File: src/rtl/onehot_decoder_pipe_pkg.sv
// rtl/onehot_decoder_pipe_pkg.sv - shared types and helpers for the one-hot decoder pipe
//
// Package decoder_pkg:
//   q_state_t     - 2-entry output queue occupancy (EMPTY, ONE, FULL)
//   IN_W_MAX      - largest supported code width
//   onehot_width  - returns 1<<w, the decoded word width for a w-bit code
package decoder_pkg;

  localparam int unsigned IN_W_MAX = 5;

  typedef enum logic [1:0] {
    EMPTY = 2'd0,
    ONE   = 2'd1,
    FULL  = 2'd2
  } q_state_t;

  function automatic int unsigned onehot_width(input int unsigned w);
    return 32'd1 << w;
  endfunction

endpackage

File: src/rtl/onehot_decoder_pipe_if.sv
// rtl/onehot_decoder_pipe_if.sv - input/output stream bundle of the one-hot decoder pipe
//
// Optional feature macro: DECODER_PARITY_CHK_EN (adds in_par and err)
// Signals:
//   in_valid/in_ready  input stream handshake
//   in_code [IN_W]     binary code, MSB is the encoder's y0
//   in_en              decode enable, 0 gives an all-zero word
//   in_par             even parity over in_code (parity build only)
//   out_valid/out_ready output stream handshake
//   out_onehot [OUT_W] decoded head-of-queue word
//   err                sticky parity error (parity build only)
// Modports: master = producer/consumer side (bench), slave = decoder side.
interface onehot_decoder_pipe_if #(
  parameter int IN_W = 2
);
  import decoder_pkg::*;

  localparam int unsigned OUT_W = onehot_width(IN_W);

  logic             in_valid;
  logic             in_ready;
  logic [IN_W-1:0]  in_code;
  logic             in_en;
  logic             out_valid;
  logic             out_ready;
  logic [OUT_W-1:0] out_onehot;
`ifdef DECODER_PARITY_CHK_EN
  logic             in_par;
  logic             err;
`endif

  modport master (
    output in_valid,
    output in_code,
    output in_en,
`ifdef DECODER_PARITY_CHK_EN
    output in_par,
    input  err,
`endif
    output out_ready,
    input  in_ready,
    input  out_valid,
    input  out_onehot
  );

  modport slave (
    input  in_valid,
    input  in_code,
    input  in_en,
`ifdef DECODER_PARITY_CHK_EN
    input  in_par,
    output err,
`endif
    input  out_ready,
    output in_ready,
    output out_valid,
    output out_onehot
  );

endinterface

File: src/rtl/onehot_decoder_pipe_core.sv
// rtl/onehot_decoder_pipe_core.sv - combinational binary to one-hot decode
//
// Module onehot_decoder_core:
//   code   [IN_W]  in   binary code
//   en             in   decode enable; 0 forces an all-zero word
//   onehot [OUT_W] out  bit k set iff code==k and en=1
module onehot_decoder_core
  import decoder_pkg::*;
#(
  parameter int IN_W = 2
) (
  input  logic [IN_W-1:0]                 code,
  input  logic                            en,
  output logic [onehot_width(IN_W)-1:0]   onehot
);

  always_comb begin
    onehot = '0;
    // OUT_W = 2^IN_W, so every code value indexes a real bit.
    if (en) onehot[code] = 1'b1;
  end

endmodule

File: src/rtl/onehot_decoder_pipe.sv
// rtl/onehot_decoder_pipe.sv - one-hot decoder with 2-entry output queue
//
// Optional feature macro: DECODER_PARITY_CHK_EN (parity check on in_code,
// mismatching words are enqueued as zero and a sticky err is raised).
// Ports:
//   clk    in  rising-edge clock
//   rst_n  in  asynchronous active-low reset
//   bus    onehot_decoder_pipe_if.slave - input and output streams
// in_ready depends only on queue state; output is head-of-queue, zero when empty.
module onehot_decoder_pipe
  import decoder_pkg::*;
#(
  parameter int IN_W = 2
) (
  input  logic                     clk,
  input  logic                     rst_n,
  onehot_decoder_pipe_if.slave     bus
);

  localparam int unsigned OUT_W = onehot_width(IN_W);

  q_state_t         state, state_next;
  logic [OUT_W-1:0] q0, q0_next;   // head entry
  logic [OUT_W-1:0] q1, q1_next;   // second entry, only meaningful in FULL
  logic [OUT_W-1:0] dec_word;
  logic [OUT_W-1:0] word;
  logic             push;
  logic             pop;

  onehot_decoder_core #(
    .IN_W (IN_W)
  ) u_core (
    .code   (bus.in_code),
    .en     (bus.in_en),
    .onehot (dec_word)
  );

  assign bus.in_ready  = (state != FULL);
  assign bus.out_valid = (state != EMPTY);
  assign bus.out_onehot = (state != EMPTY) ? q0 : '0;

  assign push = bus.in_valid && bus.in_ready;
  assign pop  = bus.out_valid && bus.out_ready;

`ifdef DECODER_PARITY_CHK_EN
  logic par_bad;
  logic err_q;

  assign par_bad = (bus.in_par != ^bus.in_code);
  assign word    = par_bad ? '0 : dec_word;
  assign bus.err = err_q;

  always_ff @(posedge clk or negedge rst_n) begin
    if (!rst_n) begin
      err_q <= 1'b0;
    end else if (push && par_bad) begin
      err_q <= 1'b1;
    end
  end
`else
  assign word = dec_word;
`endif

  always_ff @(posedge clk or negedge rst_n) begin
    if (!rst_n) begin
      state <= EMPTY;
      q0    <= '0;
      q1    <= '0;
    end else begin
      state <= state_next;
      q0    <= q0_next;
      q1    <= q1_next;
    end
  end

  always_comb begin
    state_next = state;
    q0_next    = q0;
    q1_next    = q1;
    case (state)
      EMPTY: begin
        if (push) begin
          q0_next    = word;
          state_next = ONE;
        end
      end
      ONE: begin
        if (push && pop) begin
          // Head leaves and the new word takes its place: no bubble.
          q0_next = word;
        end else if (push) begin
          q1_next    = word;
          state_next = FULL;
        end else if (pop) begin
          q0_next    = '0;
          state_next = EMPTY;
        end
      end
      FULL: begin
        // in_ready is low here, so only a pop can happen.
        if (pop) begin
          q0_next    = q1;
          q1_next    = '0;
          state_next = ONE;
        end
      end
      default: begin
        state_next = EMPTY;
        q0_next    = '0;
        q1_next    = '0;
      end
    endcase
  end

endmodule

File: src/flat_wrapper.sv
// flat-port wrapper written by rule: the top's interface ports become plain ports
module onehot_decoder_pipe_flat import decoder_pkg::*;
#(
  parameter int IN_W = 2
)
  (clk, rst_n, bus_in_valid, bus_in_code, bus_in_en, bus_out_ready, bus_in_ready, bus_out_valid, bus_out_onehot);
  onehot_decoder_pipe_if #(.IN_W(IN_W)) bus_i ();
  input  logic clk;
  input  logic rst_n;
  input wire logic [$bits(bus_i.in_valid)-1:0] bus_in_valid;
  input wire logic [$bits(bus_i.in_code)-1:0] bus_in_code;
  input wire logic [$bits(bus_i.in_en)-1:0] bus_in_en;
  input wire logic [$bits(bus_i.out_ready)-1:0] bus_out_ready;
  output wire logic [$bits(bus_i.in_ready)-1:0] bus_in_ready;
  output wire logic [$bits(bus_i.out_valid)-1:0] bus_out_valid;
  output wire logic [$bits(bus_i.out_onehot)-1:0] bus_out_onehot;
  assign bus_i.in_valid = bus_in_valid;
  assign bus_i.in_code = bus_in_code;
  assign bus_i.in_en = bus_in_en;
  assign bus_i.out_ready = bus_out_ready;
  assign bus_in_ready = bus_i.in_ready;
  assign bus_out_valid = bus_i.out_valid;
  assign bus_out_onehot = bus_i.out_onehot;
  onehot_decoder_pipe #(.IN_W(IN_W)) u_core (.clk(clk), .rst_n(rst_n), .bus(bus_i));
endmodule
File: config.mk
export PLATFORM = sky130hd
export DESIGN_NAME = onehot_decoder_pipe_flat
export DESIGN_NICKNAME = d
export VERILOG_FILES = /design/src/rtl/onehot_decoder_pipe_pkg.sv /design/src/rtl/onehot_decoder_pipe_if.sv /design/src/rtl/onehot_decoder_pipe_core.sv /design/src/rtl/onehot_decoder_pipe.sv /design/src/flat_wrapper.sv
export SDC_FILE = /design/constraint.sdc
export NUM_CORES = 1
export LEC_CHECK = 0
export BUFFER_PORTS_ARGS = -buffer_cell sky130_fd_sc_hd__buf_2
export CAP_MARGIN = 0
export CORE_MARGIN = 4
export CORE_UTILIZATION = 45
export CTS_CLUSTER_DIAMETER = 200
export DETAILED_ROUTE_END_ITERATION = 10
export PLACE_DENSITY = 0.68
export SLEW_MARGIN = 20
export SYNTH_ARGS = -nofsm -noshare
export SYNTH_HDL_FRONTEND = slang
export SYNTH_SLANG_ARGS = --single-unit
File: constraint.sdc
create_clock -name clk -period 3.4 [get_ports clk]
set_clock_uncertainty 0.1 [all_clocks]
set_input_delay 0.68 -clock clk [delete_from_list [all_inputs] [get_ports clk]]
set_output_delay 0.68 -clock clk [all_outputs]
set_load 0.01 [all_outputs]
Word-level counts from Yosys, hierarchy flattened
Index checks and enable logic that the tools add are counted.
{"block": "word_totals", "register_bits": 10, "inputBits": 7, "out_inout_bits": 6, "elab_cells": 43}
{"block": "classes", "magnitude_cmp": 2, "eq_ne": 10, "n_mux": 18, "n_bitwise": 1, "n_reduce_logical": 9}
{"operator": "$mux 4", "n": 8}
{"operator": "$pmux 4 s3", "n": 2}
{"operator": "$reduce_and 4->1", "n": 3}
{"operator": "$mux 2", "n": 5}
{"operator": "$ne 2x1->1 const B", "n": 3}
{"operator": "$ne 3x1->1 const B", "n": 2}
{"operator": "$pmux 2 s3", "n": 1}
{"operator": "$logic_and 1x1->1", "n": 4}
{"operator": "$ne 2x2->1 const B", "n": 2}
{"operator": "$lt 2x3->1 const B", "n": 1}
{"operator": "$ne 3x3->1 const B", "n": 1}
{"operator": "$demux 1 s2", "n": 1}
{"operator": "$eq 2x1->1 const B", "n": 1}
{"operator": "$eq 2x2->1 const B", "n": 1}
{"operator": "$ge 2x1->1 const B", "n": 1}
{"operator": "$logic_not 2->1", "n": 1}
{"operator": "$reduce_bool 2->1", "n": 1}
{"operator": "$mux 1", "n": 1}
{"operator": "$not 1->1", "n": 1}

Depth between registers and ports, before layout
Gate-level depths: netlist of run 1.
{"block": "depth", "word_depth": 8, "mapped_depth": 5, "mapped_depth_nobuf": 4}

Cells and area by module
Synthesis of run 1 repeated with hierarchy kept, for this count alone.
{"block": "unflattened", "hier_cells": 58, "area_unflattened_um2": 576.8}
{"module": "onehot_decoder_pipe", "instances": 1, "cells_each": 54, "area_each_um2": 539.3, "seq_area_each_um2": 250.2}
{"module": "onehot_decoder_core", "instances": 1, "cells_each": 4, "area_each_um2": 37.5, "seq_area_each_um2": 0.0}

Least setup slack after synthesis of run 1
No wires, ideal clock.
{"block": "synth_timing", "path_kind": "in2reg", "start": "input bus_in_code[0]", "end": "register u_core.q0[3]", "setup_ns": 0.121, "arrival_ns": 1.463, "t_required_ns": 3.179, "slack_ns": 1.716, "cell_stages": 5, "n_path_buf": 1, "cell_sequence": "buf_4 > and2b_2 > a32oi_1 > o22ai_1 > a22o_1"}
{"block": "synth_between", "elab_chain_len": 7, "elab_cells_between_ends": 9, "cone_classes": "order compare (2); mux (6); reduce/logical (1)"}
{"item": "from (decl)", "line": "flat_wrapper.sv:11", "source": "input wire logic [$bits(bus_i.in_code)-1:0] bus_in_code;"}
{"item": "$lt 2x3->1 (not written as such) / $ge 2x1->1 (equally long branches)", "line": "onehot_decoder_pipe_core.sv:20", "source": "if (en) onehot[code] = 1'b1;"}
{"item": "$logic_and 1x1->1 (not written as such)", "line": "onehot_decoder_pipe_core.sv:20"}
{"item": "$mux 1 (not written as such)", "line": "onehot_decoder_pipe_core.sv:20"}
{"item": "$demux 1 s2 (*)", "line": "onehot_decoder_pipe_core.sv:20"}
{"item": "$mux 4 (*)", "line": "onehot_decoder_pipe_core.sv:20"}
{"item": "$mux 4 (on tied branches)", "line": "onehot_decoder_pipe.sv:88, onehot_decoder_pipe.sv:82"}
{"item": "$pmux 4 s3 (*)", "line": "onehot_decoder_pipe.sv:80", "source": "case (state)"}
{"item": "to (signal assigned)", "line": "onehot_decoder_pipe.sv:71", "source": "q0 <= q0_next;"}
{"item": "to (decl)", "line": "onehot_decoder_pipe.sv:23", "source": "logic [OUT_W-1:0] q0, q0_next;"}
Mark *: on every way between the ends. The rest lies on a longest branch, timed or not. The select of a mux whose other input is x is not followed.
A chain may end at the register's enable or synchronous reset.

Worst setup path in the final report of run 1
{"block": "layout_timing", "start": "register u_core.state[1]", "end": "output bus_out_onehot[0]"}
{"block": "layout_between", "elab_chain_len": 2}
{"item": "from (decl)", "line": "onehot_decoder_pipe.sv:22", "source": "q_state_t state, state_next;"}
{"item": "from (signal assigned)", "line": "onehot_decoder_pipe.sv:70", "source": "state <= state_next;"}
{"item": "$reduce_bool 2->1", "line": "onehot_decoder_pipe.sv:40", "source": "assign bus.out_onehot = (state != EMPTY) ? q0 : '0;"}
{"item": "$mux 4", "line": "onehot_decoder_pipe.sv:40"}
{"item": "to (decl)", "line": "flat_wrapper.sv:16", "source": "output wire logic [$bits(bus_i.out_onehot)-1:0] bus_out_onehot;"}
No other way between the ends.

==> flow_metrics.tcl, run 1 <==
set metrics [dict create \
    yosys-top-cells-count "dfrtp_1 (10), nand2_1 (8), nor2b_1 (5), a22o_1 (4), o31ai_1 (4)" \
    wire_per_inst_um 13.5 \
    clkLatencyLatePin_ns 0.27 \
    vias 497 \
    grt_first_pass_wirelength_um 1990 \
    diodes 0 \
    ys.flop_type "dfrtp_1" \
    cp.depth 3 \
    p_per_area_nw_per_um2 452 \
    status "complete, no violations" \
    hold_path.class "input port to async pin" \
    synth_warnings 0 \
    finalHoldViolCount 0 \
    worstMarginPinSlew_ns 0.415 \
    synthDistinctLibCells 25 \
    syn_avg_cell_area_um2 9.95 \
    yosysSeqAreaShare_pct 40.6 \
    seq_area_um2 250 \
    p_clk_share_pct 26.1 \
    startpoint "u_core.state[1]" \
    critical_path_class "register to primary output" \
    root_buffer "clkbuf_4" \
    p_sw_share_pct 32.7 \
    syn_inst 62 \
    drtIter0Drc 12 \
    drc 0 \
    holdWs_ns 0.164 \
    worst-path-buf-inv 1 \
    cts.sinks 10 \
    startpoint_type "register" \
    fp.dieArea_um2 2030 \
    dp_cells 85 \
    grt_usage_pct 13.8 \
    synth_fp_nets 69 \
    avgViaCountPerCell 5.65 \
    firstDrtPassIters 2 \
    cpLargestDelayFamily "flip-flops" \
    slew_viol_final 0 \
    postLayoutCellArea_um2 681 \
    post-route-min-period_ns 2.11 \
    yosysMostFrequentCell "dfrtp_1" \
    postSynth.asyncResetShare_pct 100 \
    syn_to_final_growth_pct 10.3 \
    cts_buffers 3 \
    cts_hold_buf 0 \
    crit_chain "nor2_1 > nor2b_1 > buf_2" \
    postCtsResizedCells 0 \
    row_count 13 \
    cap_violations 0 \
    cp_slowest_stage_delay_ns 0.52 \
    rsz0062_at_grt "no" \
    dp.final_hpwl_um 896 \
    die_w_um 45.0 \
    stdcell_count 88 \
    reg2reg_depth 4 \
    clock.fmax_mhz 475 \
    period_share_pct 61.9 \
    die_h_um 45.0 \
    intPower_uw 207 \
    antenna_left 0 \
    final_layout_size_suffix_gt1_share_pct 28.8 \
    clk_path_buf_depth 2 \
    synth_edf_count 0 \
    setup_viol 0 \
    worstPathRequired_ns 2.62 \
    synth_area_leaders "dfrtp_1 (41%), a22o_1 (5.7%), nor2b_1 (5.1%), nand2_1 (4.9%), o31ai_1 (4.9%)" \
    synth-seq-cells 10 \
    crit_path_end_kind "primary output" \
    synth_largest_area_cell "dfrtp_1" \
    worstSetupEndpoint "bus_out_onehot[0]" \
    final_nets 82 \
    maxSlewHeadroom_pct 72.4 \
    numPortBuffers 12 \
    ir_worst_vdd_mv 0.204 \
    io_pins 13 \
    fin_setup_tns_ns 0 \
    start_util_pct 47.4 \
    post-cts-setup-buffers 0 \
    netlist_area_um2 617 \
    wl_um 1190 \
    r2r_start "u_core.state[1]" \
    cts_tree "yes" \
    regToRegSetupSlack_ns 1.77 \
    place.gp.congestion 0.774 \
    htreeDepth 1 \
    antenna_found_initial 0 \
    power_frac_comb_pct 25.9 \
    path_clk_slew_ns 0.06 \
    path_max_fanout 13 \
    r2r_end "u_core.q0[2]" \
    fillers 133 \
    overflow 0 \
    seq_power_share_pct 48.0 \
    grt_pass1_vias 434 \
    crit_slowest_cell "dfrtp_1" \
    dpl_cell_area_um2 658 \
    fp.coreArea_um2 1300 \
    power_uw 308 \
    p_leak_uw 0.000310 \
    p_sw_uw 101 \
    arrival_ns 1.33 \
    synth_top_area_share_pct 40.6 \
    grt_max_degree 14 \
    multi_input_area_um2 322 \
]
==> flip-flops by register name, summed over array words and instances (netlist names) <==
| register | cells |
|---|---|
| u_core.q1 | 4 |
| u_core.q0 | 4 |
| u_core.state | 2 |
==> area by class of cell <==
| type | instances | share of cell area (%) |
|---|---|---|
| Tap cell | 15 | 2.76 |
| Sequential cell | 10 | 36.8 |
| Inverter | 2 | 1.10 |
| Timing Repair Buffer | 12 | 8.82 |
| Multi-Input combinational cell | 46 | 47.2 |
| Clock buffer | 3 | 3.31 |
==> metrics by stage <==
step / util [%] / worst slack [ns]
after global placement: 50.6 / 1.62
after CTS: 52.3 / 1.26
after detailed placement: 50.6 / 1.56
after global routing: 52.3 / 1.16
final: 52.3 / 1.29
after floorplan: - / 1.72
==> how the worst min path moves through the flow <==
stage,from,endpoint
floorplan,rst_n,u_core.q0[0]
global placement,u_core.q1[2],u_core.q1[2]
detailed placement,u_core.q1[3],u_core.q1[3]
CTS,rst_n,u_core.q1[0]
global route,rst_n,u_core.q1[0]
finish,rst_n,u_core.q1[0]
==> kinds of logic after synthesis <==
group / synth area share, %
flops: 40.6
mux: 4.06
buf+inv: 7.30
simple gates: 21.5
compound gates: 26.6
==> worst reg2reg max path: stages (launching register included) <==
cell     delay [ns]
dfrtp_1        0.52
and2b_2        0.36
nand3_4        0.11
o32ai_1        0.31
a22o_1         0.18
==> layout by cell type (no fill, tap or decap), drive strengths merged <==
| cell type | instances |
|---|---|
| o31ai | 4 |
| a21oi | 1 |
| o32ai | 2 |
| a22oi | 2 |
| nand3 | 2 |
| nor2b | 5 |
| nor2 | 4 |
| dfrtp | 10 |
| a22o | 4 |
| nand2b | 1 |
| a32oi | 2 |
| nand2 | 8 |
| o22ai | 4 |
| mux2 | 1 |
| buf | 12 |
| inv | 2 |
| mux2i | 1 |
| and2b | 3 |
| a21boi | 1 |
| o21ai | 1 |
| clkbuf | 3 |
==> power by group through the flow <==
stage / clock (µW) / combinational, µW / sequential [µW]
2_1_floorplan: 0 / 73.0 / 140
3_3_place_gp: 0 / 78.3 / 149
3_5_place_dp: 0 / 80.1 / 150
4_1_cts: 83.5 / 80.3 / 147
5_1_grt: 92.5 / 88.4 / 150
6_report: 80.4 / 79.7 / 148
==> per-layer routing <==
layer / global-route usage [%] / wire [µm] / up-vias
met4: 8.77 / 31 / 0
met1: 20.0 / 580 / 225
met2: 18.6 / 498 / 14
li1: - / - / 253
met5: 0 / 0 / -
met3: 2.39 / 80 / 5
No activity file was read; power rests on OpenSTA's default activity.
==> inputs of run 2 (changes only) <==
- clock period: 3.4 -> 2 ns (I/O delays scaled with it)
==> run 2 against run 1 <==
Against the previous run:
- clock power increased by 130%
- critical endpoint is now bus_out_onehot[2]
- critical path depth did not move
- highest routed layer unchanged
- worst hold slack improved by 0.13 ns
- core utilization increased by 1.8 points
- total power rose by 88%
==> flow_metrics.tcl, run 2 (same netlist as run 1, synthesis figures left out) <==
set metrics [dict create \
    rsz0062_at_grt "no" \
    clk_path_buf_depth 2 \
    dpl_cell_area_um2 658 \
    biggestRegsByFlops "u_core.q0 (4), u_core.q1 (4), u_core.state (2)" \
    crit_path_end_kind "primary output" \
    die_h_um 45.0 \
    fp.coreArea_um2 1300 \
    final_nets 83 \
    grt_pass1_vias 457 \
    grt_first_pass_wirelength_um 2200 \
    worstMarginPinSlew_ns 0.419 \
    firstDrtPassIters 4 \
    cap_violations 0 \
    cts_tree "yes" \
    drc 0 \
    diodes 0 \
    wl_um 1280 \
    path_max_fanout 13 \
    reg2reg_depth 4 \
    cts.sinks 10 \
    grt_max_degree 14 \
    drtIter0Drc 8 \
    die_w_um 45.0 \
    antenna_found_initial 0 \
    place.gp.congestion 0.871 \
    htreeDepth 1 \
    finalHoldViolCount 0 \
    avgViaCountPerCell 5.67 \
    dpl_worst_slack_ns 0.386 \
    post-route-min-period_ns 1.86 \
    holdPathStages 2 \
    fp.dieArea_um2 2030 \
    arrival_ns 1.36 \
    p_sw_share_pct 31.7 \
    intPower_uw 394 \
    regToRegSetupSlack_ns 0.36 \
    cts_buffers 3 \
    clock.fmax_mhz 537 \
    hold_path.class "input port to register" \
    final_core_util_pct 54.1 \
    dp.final_hpwl_um 947 \
    vias 510 \
    p_per_area_nw_per_um2 820 \
    numPortBuffers 12 \
    root_buffer "clkbuf_4" \
    startpoint_type "register" \
    layout_commonest_cell "buf_2" \
    post-cts-setup-buffers 0 \
    clkLatencyLatePin_ns 0.27 \
    min-delay-start "bus_out_ready" \
    ir_worst_vdd_mv 0.399 \
    p_sw_uw 183 \
    maxSlewHeadroom_pct 72.1 \
    final_cell_mix "buf_2 (12), dfrtp_1 (10), nand2_1 (8)" \
    critical_path_class "register to primary output" \
    status "complete, no violations" \
    power_frac_comb_pct 23.8 \
    hold_end "u_core.state[1]" \
    r2r_start "u_core.state[1]" \
    seq_power_share_pct 43.6 \
    antenna_left 0 \
    slew_viol_final 0 \
    r2r_end "u_core.q0[3]" \
    p_clk_share_pct 32.6 \
    layout_setup_ws_ns 0.136 \
    final_layout_size_suffix_gt1_share_pct 29.3 \
    row_count 13 \
    grt_usage_pct 15.9 \
    postLayoutCellArea_um2 704 \
    io_pins 13 \
    period_share_pct 93.2 \
    wire_per_inst_um 14.2 \
    overflow 0 \
    path_clk_slew_ns 0.07 \
    setup_viol 0 \
    start_util_pct 47.4 \
    fin_setup_tns_ns 0 \
    p_leak_uw 0.000321 \
    syn_to_final_growth_pct 14.2 \
    worstPathRequired_ns 1.50 \
]
==> run 2: critical path: stages (launching register included) <==
cell and delay [ns]:
dfrtp_1 0.53, nor2_1 0.32, nor2b_1 0.09, buf_2 0.15
==> run 2: worst max path at each step <==
| stage | start | endpoint |
|---|---|---|
| 3_3_place_gp | u_core.state[1] | u_core.q0[3] |
| 4_1_cts | u_core.state[1] | bus_out_valid |
| 3_5_place_dp | u_core.state[1] | u_core.q0[3] |
| 5_1_grt | u_core.state[1] | bus_out_valid |
| 6_report | u_core.state[1] | bus_out_onehot[2] |
| 2_1_floorplan | bus_in_code[0] | u_core.q0[3] |
==> run 2: repair_timing <==
action,in CTS,in global routing
resized for setup,0,0
hold buffers,1,0
hold endpoints to repair,10,0
endpoints found under the setup margin,0,0
==> run 2: final cells by class <==
cell class	count	area, µm²
repair buffers	13	70.1
well taps	15	18.8
fillers	121	597
inverters	2	7.51
multi-input cells	46	322
clock buffers	4	36.3
flip-flops and latches	10	250
==> run 2: per-layer routing <==
layer	part of all wire [%]	vias to the layer above	GRT usage [%]
met5	0	-	0
met4	2.9	0	12.3
met3	5.2	4	4.78
met2	45	13	23.7
met1	47	238	18.7
li1	-	255	-
==> run 2: stage by stage <==
| stage | cells | total power, µW | hold WS [ns] |
|---|---|---|---|
| 6_report | 90 | 577 | 0.299 |
| 5_1_grt | 90 | 618 | 0.309 |
| 4_1_cts | 90 | 583 | 0.300 |
| 3_5_place_dp | 85 | 392 | 0.178 |
| 3_3_place_gp | 85 | 389 | 0.178 |
| 2_1_floorplan | 62 | 362 | 0.00441 |
==> run 2: power by group through the flow <==
stage	Clock [µW]	Combinational [µW]	Sequential (µW)
floorplan	0	124	238
global route	208	154	256
CTS	193	138	252
global placement	0	134	255
detailed placement	0	136	255
finish	188	137	252
==> inputs of run 3 (changes only) <==
- CORE_UTILIZATION: 45 -> 35
- PLACE_DENSITY: 0.68 -> unset
- SYNTH_HIERARCHICAL: unset -> 1
==> run 3 against run 2 <==
Against the previous run:
- critical path depth unchanged
- design area is 2.5% lower
- cell count is 2.2% lower
==> flow_metrics.tcl, run 3 <==
set metrics [dict create \
    clock.fmax_mhz 554 \
    hold_path.class "input port to register" \
    row_count 14 \
    finalHoldViolCount 0 \
    postCtsResizedCells 0 \
    post-route-min-period_ns 1.80 \
    firstDrtPassIters 4 \
    fillers 156 \
    synthDistinctLibCells 22 \
    post-cts-setup-buffers 0 \
    rsz0062_at_grt "no" \
    synth_top_area_share_pct 43.4 \
    syn_inst 58 \
    grt_pass1_vias 451 \
    cap_violations 0 \
    wl_um 1220 \
    path_max_fanout 12 \
    biggestRegsByFlops "u_core/q0 (4), u_core/q1 (4), u_core/state (2)" \
    arrival_ns 1.30 \
    crit_slowest_cell "dfrtp_1" \
    p_per_area_nw_per_um2 875 \
    clkLatencyLatePin_ns 0.27 \
    yosysSeqAreaShare_pct 43.4 \
    final_cell_mix "buf_2 (12), dfrtp_1 (10), nor2b_1 (5), nand2_1 (5)" \
    overflow 0 \
    synth_fp_nets 65 \
    grt_first_pass_wirelength_um 2040 \
    multi_input_area_um2 299 \
    grt_usage_pct 11.1 \
    root_buffer "clkbuf_4" \
    grt_max_degree 14 \
    place.gp.congestion 0.811 \
    synth_warnings 6 \
    cpLargestDelayFamily "flip-flops" \
    die_h_um 48.6 \
    cts_buffers 3 \
    antenna_left 0 \
    dp_cells 83 \
    drtIter0Drc 18 \
    cp_slowest_stage_delay_ns 0.51 \
    final_nets 80 \
    layout_commonest_cell "buf_2" \
    io_pins 13 \
    cts_tree "yes" \
    stdcell_count 88 \
    slew_viol_final 0 \
    drc 0 \
    status "complete, no violations" \
    synth_largest_area_cell "dfrtp_1" \
    period_share_pct 90.2 \
    fp.dieArea_um2 2360 \
    cts_hold_buf 1 \
    final_layout_size_suffix_gt1_share_pct 26.4 \
    synth-seq-cells 10 \
    startpoint_type "register" \
    fin_setup_tns_ns 0 \
    die_w_um 48.6 \
    netlist_area_um2 577 \
    fp.coreArea_um2 1520 \
    vias 490 \
    clk_path_buf_depth 2 \
    htreeDepth 1 \
    postSynth.asyncResetShare_pct 100 \
    setup_viol 0 \
    seq_area_um2 250 \
    wire_per_inst_um 13.9 \
    worstPathRequired_ns 1.50 \
    diodes 0 \
    critical_path_class "register to primary output" \
    synth_area_leaders "dfrtp_1 (43%), a221o_1 (6.9%), a32oi_1 (6.1%), o2bb2ai_1 (6.1%), nor2b_1 (5.4%)" \
    worstMarginPinSlew_ns 0.352 \
    syn_avg_cell_area_um2 9.94 \
    path_clk_slew_ns 0.07 \
    numPortBuffers 12 \
    crit_path_end_kind "primary output" \
    crit_chain "nor2_1 > nor2b_1 > buf_2" \
    syn_to_final_growth_pct 19.1 \
    ys.flop_type "dfrtp_1" \
    dp.final_hpwl_um 916 \
    cts.sinks 10 \
    maxSlewHeadroom_pct 76.5 \
    avgViaCountPerCell 5.57 \
    yosys-top-cells-count "dfrtp_1 (10), nand2_1 (5), nor2b_1 (5)" \
    ir_worst_vdd_mv 0.411 \
    start_util_pct 37.8 \
    p_leak_uw 0.000325 \
    worst-path-buf-inv 1 \
    synth_edf_count 0 \
    antenna_found_initial 0 \
    yosysMostFrequentCell "dfrtp_1" \
]
[run 3: layer usage]
metal  vias up  global-route usage, %  part of all wire, %
li1        250                      -                    -
met1       217                   13.5                   43
met2        21                   15.7                   47
met3         2                   3.37                  8.2
met4         0                   9.42                  1.1
met5         -                      0                    0
[run 3: cell type report]
class	count	share of cell area, %
multi-input combinational	42	43.5
sequential	10	36.4
timing repair buffer	13	10.2
clock buffer	4	5.28
tap	16	2.91
inverter	3	1.64
[run 3: worst paths after layout]
kind	startpoint	to	slack (ns)	cells after the start
setup / recovery	u_core/state[1]	bus_out_onehot[0]	0.20	3
hold / removal	bus_out_ready	u_core/state[1]	0.33	2
setup reg to reg	u_core/state[0]	u_core/q0[2]	0.45	3
max in group asynchronous	rst_n	u_core/q0[3]	1.19	2
hold reg to reg	u_core/q0[3]	u_core/q0[3]	0.40	1
min in group asynchronous	rst_n	u_core/q1[2]	0.42	2
[run 3: where the power goes]
| part | leakage [µW] | internal, µW | switching [µW] | total [µW] |
|---|---|---|---|---|
| clock network | 0.0000210 | 111 | 73.1 | 184 |
| registers | 0.000134 | 236 | 38.3 | 274 |
| logic | 0.000170 | 66.9 | 76.4 | 143 |
[run 3: stage by stage]
stage	util (%)	power, µW	hold WS (ns)	area, µm²	setup WS [ns]
after floorplan	-	373	0.00441	577	0.541
after global placement	42.0	420	0.174	641	0.434
after detailed placement	42.0	421	0.177	641	0.402
after CTS	45.1	611	0.312	687	0.155
after global routing	45.1	647	0.331	687	0.0276
final	45.1	601	0.331	687	0.196
[run 3: logic make-up (layout without fill, tap and decap cells)]
logic type	after synthesis	count (layout)	share of synthesized area [%]
AO/OA/AOI/OAI	17	17	24.3
multiplexers	2	2	3.47
buffers and inverters	6	20	4.77
flip-flops	10	10	43.4
AND/OR/NAND/NOR	23	23	24.1
